`config.mk`:
```
export PLATFORM = sky130hd
export DESIGN_NAME = reg_file_mp
export DESIGN_NICKNAME = d
export VERILOG_FILES = /design/src/rtl/reg_file_mp.sv
export SDC_FILE = /design/constraint.sdc
export NUM_CORES = 1
export LEC_CHECK = 0
export BUFFER_PORTS_ARGS = -buffer_cell sky130_fd_sc_hd__buf_2
export CAP_MARGIN = 10
export CORE_AREA = 3 3 439 441
export DETAILED_ROUTE_END_ITERATION = 8
export DIE_AREA = 0 0 442 444
export PLACE_DENSITY = 0.47
export SKIP_LAST_GASP = 1
export SLEW_MARGIN = 40
export SYNTH_ARGS = -nofsm -noshare
export SYNTH_HDL_FRONTEND = slang
export SYNTH_SLANG_ARGS = --single-unit
```
`constraint.sdc`:
```
create_clock -name clk -period 12.09 [get_ports clk]
set_clock_uncertainty 0.2 [all_clocks]
set_input_delay 1.8135 -clock clk [delete_from_list [all_inputs] [get_ports clk]]
set_output_delay 1.8135 -clock clk [all_outputs]
set_load 0.02 [all_outputs]
```
`src/rtl/reg_file_mp.sv`:
```
// Multi-read-port MIPS register file: hardwired-zero r0, sequenced post-reset clear,
// registered debug port and dropped-write reporting. Define REG_FILE_BYPASS_EN for write-to-read bypass.
module reg_file_mp #(
    parameter int WIDTH         = 32,
    parameter int WIDTH_ADD     = 5,
    parameter int NUM_REGISTERS = 32,
    parameter int NUM_RD_PORTS  = 2
) (
    input  logic                            clk,
    input  logic                            reset,
    input  logic                            we,
    input  logic [WIDTH_ADD-1:0]            waddr,
    input  logic [WIDTH-1:0]                wdata,
    input  logic [NUM_RD_PORTS*WIDTH_ADD-1:0] raddr,
    output logic [NUM_RD_PORTS*WIDTH-1:0]   rdata,
    input  logic [WIDTH_ADD-1:0]            dbg_addr,
    output logic [WIDTH-1:0]                dbg_data,
    output logic                            clear_busy,
    output logic                            wr_err
);

    localparam int CW = (NUM_REGISTERS > 1) ? $clog2(NUM_REGISTERS) : 1;
    localparam logic [CW-1:0]        LAST = CW'(NUM_REGISTERS - 1);
    localparam logic [WIDTH_ADD:0]   NREG = (WIDTH_ADD + 1)'(NUM_REGISTERS);

    typedef enum logic {CLEAR, READY} state_t;

    state_t           state, state_next;
    logic [CW-1:0]    cnt;
    logic [WIDTH-1:0] regs [NUM_REGISTERS];
    logic             waddr_in_range;
    logic             write_ok;
    logic             write_drop;

    function automatic logic in_range(input logic [WIDTH_ADD-1:0] a);
        return {1'b0, a} < NREG;
    endfunction

    // r0, out-of-range addresses and the clear window all read as zero.
    function automatic logic [WIDTH-1:0] masked_read(input logic [WIDTH_ADD-1:0] a);
        if (state == CLEAR || a == '0 || !in_range(a))
            return '0;
        return regs[a[CW-1:0]];
    endfunction

    assign waddr_in_range = in_range(waddr);
    assign write_ok   = !reset && we && state == READY && waddr != '0 && waddr_in_range;
    assign write_drop = we && (state == CLEAR || !waddr_in_range);
    assign clear_busy = (state == CLEAR);

    always_comb begin
        state_next = state;
        case (state)
            CLEAR:   if (cnt == LAST) state_next = READY;
            READY:   state_next = READY;
            default: state_next = CLEAR;
        endcase
    end

    always_ff @(posedge clk) begin
        if (reset) state <= CLEAR;
        else       state <= state_next;
    end

    always_ff @(posedge clk) begin
        if (reset)
            cnt <= '0;
        else if (state == CLEAR)
            cnt <= (cnt == LAST) ? '0 : cnt + 1'b1;
    end

    always_ff @(posedge clk) begin
        if (!reset) begin
            if (state == CLEAR)
                regs[cnt] <= '0;
            else if (write_ok)
                regs[waddr[CW-1:0]] <= wdata;
        end
    end

    // Debug port samples the array before this edge's write and never bypasses.
    always_ff @(posedge clk) begin
        if (reset) begin
            dbg_data <= '0;
            wr_err   <= 1'b0;
        end else begin
            dbg_data <= masked_read(dbg_addr);
            wr_err   <= write_drop;
        end
    end

    always_comb begin
        rdata = '0;
        for (int unsigned k = 0; k < NUM_RD_PORTS; k++) begin
            rdata[k*WIDTH +: WIDTH] = masked_read(raddr[k*WIDTH_ADD +: WIDTH_ADD]);
`ifdef REG_FILE_BYPASS_EN
            if (write_ok && raddr[k*WIDTH_ADD +: WIDTH_ADD] == waddr)
                rdata[k*WIDTH +: WIDTH] = wdata;
`endif
        end
    end

endmodule

```
# Yosys cells after proc, flatten, opt, wreduce, memory -nomap -nowiden
# Memory sizes are Yosys's and may differ from the RTL's.
# Cells that the tools add are included.
[word_totals]
register_bits = 39
ram_bits = 1024
in_bits = 55
out_inout_bits = 98
elab_cells = 44
memories = 1
[op_classes]
n_addsub = 1
n_eq_ne = 1
mux = 23
n_bitwise = 1
n_reduce_logical = 13
[memory_table]
columns = ["name", "words", "word_bits", "read_ports", "rd_ports_with_merged_regs", "write_ports", "line", "text"]
rows = [
  ["regs", 32, 32, 3, 0, 1, "30", "logic [WIDTH-1:0] regs [NUM_REGISTERS];"],
]
[op_table]
columns = ["operator", "n"]
rows = [
  ["32-bit two-way mux", 7],
  ["32-bit OR reduction", 1],
  ["5-bit zero test", 3],
  ["1-bit two-way mux", 13],
  ["5-bit two-way mux", 2],
  ["5-bit by 1-bit adder with 5-bit output, second input constant", 1],
  ["5-bit equality test, second input constant", 1],
  ["5-bit nonzero test", 1],
  ["1-bit logical AND", 4],
  ["1-bit logical OR", 3],
  ["1-bit case mux with 2 select lines", 1],
  ["1-bit zero test", 1],
  ["1-bit inverter", 1],
]

# Longest topological paths before layout
# Gate-level depths: netlist (run 1).
[depth]
ltp_word = 10
ltp_mapped = 9
mapped_depth_nobuf = 6

# Least setup slack after synthesis (run 1)
# Ideal clock, no wire load.
[synth_timing]
kind = "input to register"
from = "in waddr[4]"
to = "mem regs[19][0], enable pin"
setup_time_ns = 0.501
arrival_time_ns = 5.773
required_time_ns = 11.389
path_slack_ns = 5.616
stages = 4
path_buffers = 0
cell_sequence = "nor3_1 -> a21o_1 -> a32oi_1 -> nor4_1"
[synth_between]
elab_chain_cells = 8
word_cells_on_any_way = 9
cone_classes = "6 x mux; 3 x reduce/logical"
[synth_rtl]
columns = ["item", "line", "text"]
rows = [
  ["start: declaration", "12", "input logic [WIDTH_ADD-1:0] waddr,"],
  ["5-bit nonzero test", "47", "assign write_ok = !reset && we && state == READY && waddr != '0 && waddr_in_range;"],
  ["1-bit logical AND", "47", ""],
  ["1-bit two-way mux", "76", "else if (write_ok)"],
  ["1-bit two-way mux", "74", "if (state == CLEAR)"],
  ["1-bit two-way mux", "73", "if (!reset) begin"],
  ["1-bit two-way mux (not written as such)", "77", "regs[waddr[CW-1:0]] <= wdata;"],
  ["32-bit OR reduction (no line)", "-", ""],
  ["5-bit two-way mux (no line) or 1-bit two-way mux (tied branches)", "-", ""],
  ["end: declaration", "30", ""],
]
# Parallel ways exist; a longest one is shown, timed or not.

# Worst setup path after layout (run 1)
[layout_timing]
from = "in raddr[5]"
to = "out rdata[60]"
[layout_between]
elab_chain_cells = 4
word_cells_on_any_way = 5
cone_classes = "2 x mux; 2 x reduce/logical; 1 x memory"
[layout_rtl]
columns = ["item", "line", "text"]
rows = [
  ["start: declaration", "14", "input logic [NUM_RD_PORTS*WIDTH_ADD-1:0] raddr,"],
  ["parallel branches: the longest is 3 deep, another holds memory read 32 x 32 bit", "-", ""],
  ["32-bit two-way mux (*)", "43", "return regs[a[CW-1:0]];"],
  ["end: declaration", "15", "output logic [NUM_RD_PORTS*WIDTH-1:0] rdata,"],
]
# Mark *: on every way between the ends.

==> run_results.csv, run 1 <==
group,metric,value,unit
timing,finalHoldViolCount,0,
routing,viasPerCell,6.10,
clock_tree,cts_root_buffer,"clkbuf_16",
synthesis,yosysSeqAreaShare,55.6,%
clock_tree,cts_max_level,3,
pwr,pwr-share-seq,48.1,%
layout,fin_cells,5702,
timing,drv_slew,0,
clock_tree,cts_buffers,119,
synthesis,syn-instance-count,2971,
pwr,p_leak,0.0224,uW
layout,drive_above_1_share,39.2,%
layout,final.fill_count,17800,
routing,drtIter0Drc,4110,
synthesis,synth_seq_cells,1063,
synthesis,syn_nets,3028,
timing,rsz0062_at_grt,"false",
run_status,status,"finished, final reports clean",
synthesis,async_reset_ff_share,0,%
routing,dr_total_vias,34800,
flow_run,maxCapViolCount,0,
setup_path,path_max_fanout,28,
floorplanning,io_pins,153,
layout,regArea,0.0315,mm2
timing,period_minus_slack,6.98,ns
synthesis,synth_edf_count,1024,
pwr,p_clk_share,44.4,%
routing,drc,0,
setup_path,cp-start-kind,"input port",
synthesis,yosysUniqueCellTypes,58,
timing,setup-tns-final,0,ns
setup_path,end_kind,"output pin",
floorplanning,coreArea,0.190,mm2
floorplanning,die_h,444,um
global_route,grt_pass1_vias,35300,
global_route,overflow,0,
routing,wl_per_cell,38.5,um
placed_design,globalplace.congestion,0.765,
routing,routed_wl,219000,um
pwr,power.switching,1950,uW
pwr,power_switching_share,23.4,%
floorplanning,rows,160,
placed_design,post-place-cells,5467,
pwr,p_per_area,129,mW/mm2
floorplanning,start_util,29.9,%
layout,multi_input_area,0.0241,mm2
clock_tree,cts_tree,"yes",
clock_tree,clk_pin_slew,0.06,ns
min_path,hold_class,"register to register",
routing,first_pass_iters,5,
routing,final_antenna_net_count,0,
synthesis,synth_flop_cell,"edfxtp_1",
timing,setup_viol,0,
pwr,p_comb_share,7.5,%
clock_tree,worst_skew_pair.late_latency,0.76,ns
clock_tree,postCtsHoldBufs,0,
synthesis,syn-cell-area,0.0567,mm2
timing,finalCritPeriodShare,57.7,%
timing,fmax,143,MHz
synthesis,syn-mean-instance-area,19.1,um2
layout,layout.nets,3137,
setup_path,cp.arrival,4.97,ns
global_route,grt_usage,22.0,%
placed_design,portBuffers,152,
synthesis,yosys_warnings,0,
setup_path,path_class,"input port to output pin",
timing,final.setup.worst_slack,5.11,ns
clock_tree,cts_resized,0,
timing,slew_headroom,39.0,%
setup_path,crit_required,10.08,ns
layout,area_growth,14.2,%
pwr,p_int,6380,uW
clock_tree,post_cts_buffers,0,
global_route,grt_pass1_wl,301000,um
clock_tree,clk_path_buf_depth,3,
placed_design,dp_hpwl,122000,um
floorplanning,fp.dieArea,0.196,mm2
global_route,antenna_found_initial,21,
global_route,grt_max_degree,82,
timing,worstMarginPinSlew,0.913,ns
floorplanning,die_width,442,um
clock_tree,clock_sinks,1063,
pwr,peakVddDrop,0.000108,V
placed_design,pre_cts_ws,4.54,ns
[per-layer routing]
layer  global-route usage (%)  vias up  share of wire (%)
met5                        0        -              0.010
met1                     30.3    19200                 41
met4                     6.48        4                3.3
met3                     3.85      339                7.7
met2                     35.7     1759                 48
li1                         -    13500                  -
[sequential cells by signal, summed over array words and instances, names as in the netlist]
name,flops
wr_err,1
state,1
cnt,5
dbg_data,32
regs,1024
[worst paths after layout]
path | startpoint | to | slack, ns | cells past startpoint
max | raddr[5] | rdata[60] | 5.11 | 7
min | cnt[2] | cnt[2] | 0.36 | 2
max reg2reg | state | regs[10][23] | 8.00 | 8
min reg2reg | cnt[2] | cnt[2] | 0.36 | 2
[cells by family after synthesis]
logic type               synth area share, %
AO/OA/AOI/OAI                           5.05
adder cells (fa/ha/maj)               0.0441
buffers and inverters                   2.58
flip-flops                              55.6
multiplexers                            35.1
AND/OR/NAND/NOR                         1.62
[critical path: stages]
cell and delay (ns):
buf_8 0.17, nor3_2 0.57, or4_2 0.78, buf_4 0.61
o22a_1 0.28, o221ai_1 0.36, buf_2 0.32
[final cells by class]
class                      instances  area share (%)
tap                             2511            4.85
clock buffer                     147            4.81
clock inverter                    78            1.21
antenna                            7          0.0271
inverter                           6          0.0348
sequential                      1063            48.7
multi-input combinational       1625            37.2
timing repair buffer             265            3.18
[cells in the final DEF, fill, tap and decap left out, types with 13 or more instances in the layout]
cell,instances
a2111oi_1,19
a22oi_1,15
a21oi_1,17
a211oi_1,28
o22a_1,64
nand2_1,23
edfxtp_1,1024
clkinv_1,30
nor3_2,15
mux2i_1,396
dfxtp_1,39
clkbuf_1,25
mux4_2,701
mux2_2,13
nor3_1,24
buf_2,143
o221ai_1,85
bufinv_16,14
buf_6,40
and2_2,33
clkinv_2,21
clkbuf_16,119
buf_4,61
a22o_1,40
o22ai_1,25
[per-stage QoR]
step	hold WS [ns]	power (uW)	util [%]	area [um2]
after floorplan	0.292	4510	-	56700
after global placement	0.336	4710	31.8	60300
after detailed placement	0.333	4710	32.0	60700
after CTS	0.346	8400	34.1	64600
after global routing	0.413	8590	34.1	64700
final	0.365	8330	34.2	64800
[cell usage after synthesis, drive strengths merged (25+ instances only)]
cell        n  area, um2
o22ai      25        156
mux4      701      15800
a2111oi    25        263
o22a       64        561
edfxtp   1024      30700
clkbuf    116        435
o221ai     90        788
dfxtp      39        781
a22o       40        350
and2       34        213
mux2i     396       3960
a211oi     29        218
buf       161       1010
nor3       40        200
[power by group through the flow]
stage	combinational, uW	clock, uW	sequential [uW]
final	627	3700	4010
after global routing	654	3930	4010
after CTS	627	3770	4010
after detailed placement	626	0	4090
after global placement	622	0	4090
after floorplan	429	0	4080
(Power assumes the default switching activity.)
==> run 2: changes to the inputs <==
- clock period: 12.09 -> 7.1 ns (I/O delays scaled with it)
==> run_results.csv, run 2 (synthesized netlist as in run 1, its figures left out) <==
group,metric,value,unit
run_status,status,"finished, final reports clean",
layout,top_regs,"regs: 1024 flops, dbg_data: 32 flops, cnt: 5 flops",
layout,largest_register,"regs",
clock_tree,cts_buffers,119,
setup_path,cp.arrival,3.84,ns
placed_design,pre_cts_ws,1.91,ns
floorplanning,io_pins,153,
routing,wl_per_cell,38.4,um
setup_path,cp-start-kind,"input port",
clock_tree,cts_tree,"yes",
timing,slew_headroom,38.5,%
clock_tree,worst_skew_pair.late_latency,0.77,ns
clock_tree,post_cts_buffers,0,
setup_path,end_kind,"output pin",
layout,final_cell_mix,"edfxtp_1 (1,024), mux4_2 (701), mux2i_1 (396)",
pwr,p_leak,0.0226,uW
floorplanning,rows,160,
layout,layout.nets,3157,
setup_path,path_max_fanout,47,
timing,worst_hold_slack,0.375,ns
timing,fmax,196,MHz
clock_tree,clk_pin_slew,0.06,ns
timing,setup-tns-final,0,ns
layout,postLayoutCellArea,0.0650,mm2
global_route,grt_usage,22.0,%
clock_tree,clk_path_buf_depth,3,
min_path,hold_class,"register to register",
layout,final_common_cell,"edfxtp_1",
clock_tree,cts_resized,0,
routing,first_pass_iters,5,
timing,final.setup.worst_slack,2.00,ns
layout,area_growth,14.6,%
clock_tree,cts_max_level,3,
pwr,peakVddDrop,0.000203,V
floorplanning,die_h,444,um
floorplanning,start_util,29.9,%
timing,worstMarginPinSlew,0.923,ns
floorplanning,die_width,442,um
routing,drc,0,
global_route,grt_pass1_vias,35700,
placed_design,globalplace.congestion,0.808,
placed_design,dpl_cell_area,0.0611,mm2
timing,drv_slew,0,
floorplanning,coreArea,0.190,mm2
routing,viasPerCell,6.08,
timing,finalCritPeriodShare,71.9,%
layout,final.fill_count,17800,
routing,final_antenna_net_count,0,
floorplanning,fp.dieArea,0.196,mm2
timing,finalHoldViolCount,0,
layout,largest_reg_flops,1024,
timing,setup_viol,0,
setup_path,path_class,"input port to output pin",
routing,routed_wl,219000,um
global_route,grt_pass1_wl,302000,um
global_route,antenna_found_initial,18,
clock_tree,clock_sinks,1063,
pwr,p_per_area,216,mW/mm2
global_route,grt_max_degree,78,
flow_run,maxCapViolCount,0,
setup_path,crit_required,5.83,ns
routing,dr_total_vias,34800,
pwr,total_power,14000,uW
routing,drtIter0Drc,4151,
clock_tree,postCtsHoldBufs,0,
clock_tree,cts_root_buffer,"clkbuf_16",
layout,drive_above_1_share,39.5,%
placed_design,portBuffers,152,
placed_design,dp_hpwl,128000,um
global_route,overflow,0,
timing,rsz0062_at_grt,"false",
timing,period_minus_slack,5.10,ns
## run 2: path summary, 6_finish.rpt
kind | from | end | slack (ns) | cells after the start
min | cnt[3] | cnt[3] | 0.38 | 2
max reg2reg | state | regs[30][27] | 3.30 | 8
min reg2reg | cnt[3] | cnt[3] | 0.38 | 2
max | raddr[0] | rdata[8] | 2.00 | 7
## run 2: metal layers
| layer | routed length [um] | share of wire (%) | track usage [%] | up-vias |
|---|---|---|---|---|
| met2 | 106000 | 49 | 36.2 | 1617 |
| met3 | 15100 | 6.9 | 3.67 | 333 |
| met5 | 13 | 0.0059 | 0 | - |
| met1 | 91400 | 42 | 30.1 | 19300 |
| li1 | - | - | - | 13500 |
| met4 | 6570 | 3.0 | 6.23 | 2 |
## run 2: through the flow
| stage | instances | utilization [%] |
|---|---|---|
| after floorplan | 2971 | - |
| after global placement | 5473 | 32.0 |
| after detailed placement | 5489 | 32.3 |
| after CTS | 5710 | 34.3 |
| after global routing | 5716 | 34.3 |
| final | 5719 | 34.3 |
## run 2: power by group
part | switching (uW) | internal, uW | total [uW]
Clock | 2640 | 3500 | 6150
Sequential | 20.6 | 6810 | 6830
Combinational | 620 | 440 | 1060
Total | 3280 | 10800 | 14000
## run 2: cell type report
cell class	count	area [um2]	share of cell area, %
diodes	8	20.0	0.0308
clock buffers	149	3220	4.95
clock inverters	72	587	0.903
inverters	6	22.5	0.0347
multi-input cells	1625	24100	37.1
flip-flops and latches	1063	31500	48.5
well taps	2511	3140	4.83
repair buffers	285	2360	3.63
## run 2: critical path, cell delays in order
cell,delay (ns)
buf_8,0.51
nor3_1,0.12
or4_2,0.74
buf_4,0.48
o22a_1,0.35
o221ai_1,0.22
buf_2,0.28
==> run 3: changes to the inputs <==
- PLACE_DENSITY: 0.47 -> 0.49
- clock period: 7.1 -> 4.4 ns (I/O delays scaled with it)
==> run_results.csv, run 3 (synthesized netlist as in run 1, its figures left out) <==
group,metric,value,unit
timing,drv_slew,0,
layout,final_common_cell,"edfxtp_1",
layout,largest_reg_flops,1024,
layout,utilization,34.9,%
setup_path,end_kind,"output pin",
timing,finalHoldViolCount,0,
routing,routed_wl,219000,um
global_route,antenna_found_initial,12,
min_path,hold_class,"input port to register",
routing,final_antenna_net_count,0,
setup_path,crit_chain,"buf_4 -> clkinvlp_4 -> or4_2 -> buf_12 -> o22a_1 -> o221ai_1 -> buf_2",
layout,area_growth,16.7,%
setup_path,regToRegSetupSlack,1.10,ns
routing,viasPerCell,6.10,
routing,first_pass_iters,6,
floorplanning,die_width,442,um
routing,wl_per_cell,37.6,um
layout,largest_register,"regs",
run_status,status,"finished, final reports clean",
clock_tree,cts_max_level,3,
floorplanning,rows,160,
clock_tree,cts_buffers,118,
min_path,whs_path_depth,2,
setup_path,crit_slowest_cell,"or4_2",
timing,worstMarginPinSlew,0.883,ns
setup_path,r2r-end,"regs[0][24]",
clock_tree,clk_path_buf_depth,3,
timing,setup_viol,0,
setup_path,path_class,"register to output pin",
setup_path,path_max_fanout,22,
global_route,grt_pass1_wl,302000,um
setup_path,cp-start-kind,"register",
min_path,hold_path_end,"cnt[4]",
global_route,grt_max_degree,89,
timing,worst_hold_slack,0.124,ns
routing,wl_met3,16000,um
clock_tree,clock_sinks,1063,
global_route,overflow,0,
timing,slew_headroom,41.0,%
placed_design,dpl_cell_area,0.0621,mm2
layout,top_regs,"regs: 1024 flops, dbg_data: 32 flops, cnt: 5 flops",
pwr,p_leak,0.0232,uW
pwr,p_per_area,351,mW/mm2
global_route,grt_pass1_vias,35800,
clock_tree,worst_skew_pair.late_latency,0.77,ns
setup_path,crit_required,3.54,ns
floorplanning,fp.dieArea,0.196,mm2
routing,wl_met2,104000,um
layout,final_cell_mix,"edfxtp_1 (1,024), mux4_2 (701), mux2i_1 (396)",
layout,postLayoutCellArea,0.0662,mm2
timing,period_minus_slack,4.33,ns
layout,final.fill_count,17600,
placed_design,globalplace.congestion,0.796,
timing,rsz0062_at_grt,"false",
setup_path,critical-path-max-stage-delay,0.77,ns
setup_path,worstReg2RegStart,"state",
min_path,min_from,"reset",
floorplanning,io_pins,153,
clock_tree,clk_pin_slew,0.06,ns
routing,dr_total_vias,35500,
clock_tree,cts_tree,"yes",
flow_run,maxCapViolCount,0,
floorplanning,start_util,29.9,%
setup_path,ff2ff_path_depth,7,
floorplanning,die_h,444,um
routing,drc,0,
floorplanning,coreArea,0.190,mm2
routing,route.top_layer_used,"met4",
placed_design,portBuffers,152,
global_route,grt_usage,21.9,%
timing,fmax,231,MHz
placed_design,dp_hpwl,134000,um
clock_tree,cts_root_buffer,"clkbuf_16",
pwr,peakVddDrop,0.000294,V
layout,drive_above_1_share,41.0,%
routing,m1WireLength,91500,um
routing,drtIter0Drc,3996,
setup_path,cp.arrival,3.47,ns
layout,layout.nets,3253,
timing,finalCritPeriodShare,98.5,%
[run 3: cell types whose count changed in the layout (fill, tap and decap cells not counted), sizes merged, moves of 4 or more]
cell | previous run | this run
buf | 284 | 380
bufinv | 9 | 16
clkbuf | 150 | 160
diode | 8 | 2
inv | 6 | 10
clkinv | 58 | 40
[run 3: where the power goes]
part | internal (uW) | total, uW | switching (uW)
Sequential | 11000 | 11000 | 33.5
Combinational | 779 | 1810 | 1030
Clock | 6080 | 10400 | 4300
[run 3: layer usage]
layer / GRT usage, % / vias up
met5: 0 / -
met4: 7.05 / 0
met3: 3.40 / 330
met2: 35.1 / 1896
met1: 30.6 / 19500
li1: - / 13700
[run 3: area by class of cell]
| class | instances | area, um2 | share of cell area [%] |
|---|---|---|---|
| tap | 2511 | 3140 | 4.75 |
| inverter | 6 | 26.3 | 0.0397 |
| clock buffer | 159 | 3230 | 4.88 |
| clock inverter | 66 | 795 | 1.20 |
| multi-input combinational | 1625 | 24100 | 36.4 |
| timing repair buffer | 382 | 3360 | 5.07 |
| antenna | 2 | 5.00 | 0.00757 |
| sequential | 1063 | 31500 | 47.7 |
[run 3: how the worst max path moves through the flow]
stage	start	endpoint	slack (ns)
after floorplan	waddr[4]	regs[19][0]	-0.92
after global placement	raddr[5]	rdata[56]	0.40
after detailed placement	raddr[0]	rdata[7]	0.45
after CTS	state	rdata[49]	0.02
after global routing	state	rdata[48]	0.03
final	state	rdata[19]	0.07
[run 3: repair_timing]
item                                    in CTS  in global routing
endpoints found under the setup margin       4                  0
hold buffers                                 1                  0
resized for setup                            3                  0
setup buffers                                1                  0
endpoints found under the hold margin        1                  0
[run 3: metrics by stage]
stage / power, uW / setup WS (ns) / TNS [ns] / std cells
3_5_place_dp: 13000 / 0.450 / 0 / 5584
3_3_place_gp: 13100 / 0.405 / 0 / 5584
2_1_floorplan: 12400 / -0.921 / -66.34 / 2971
4_1_cts: 23400 / 0.0175 / 0 / 5811
6_report: 23200 / 0.0653 / 0 / 5814
5_1_grt: 23900 / 0.0254 / 0 / 5812
[run 3: critical path: cells and delay by family, from the launching register on]
family,cells,cell delay [ns]
AO/OA/AOI/OAI,2,0.53
AND/OR/NAND/NOR,1,0.77
flip-flops,1,0.31
buffers and inverters,4,1.09
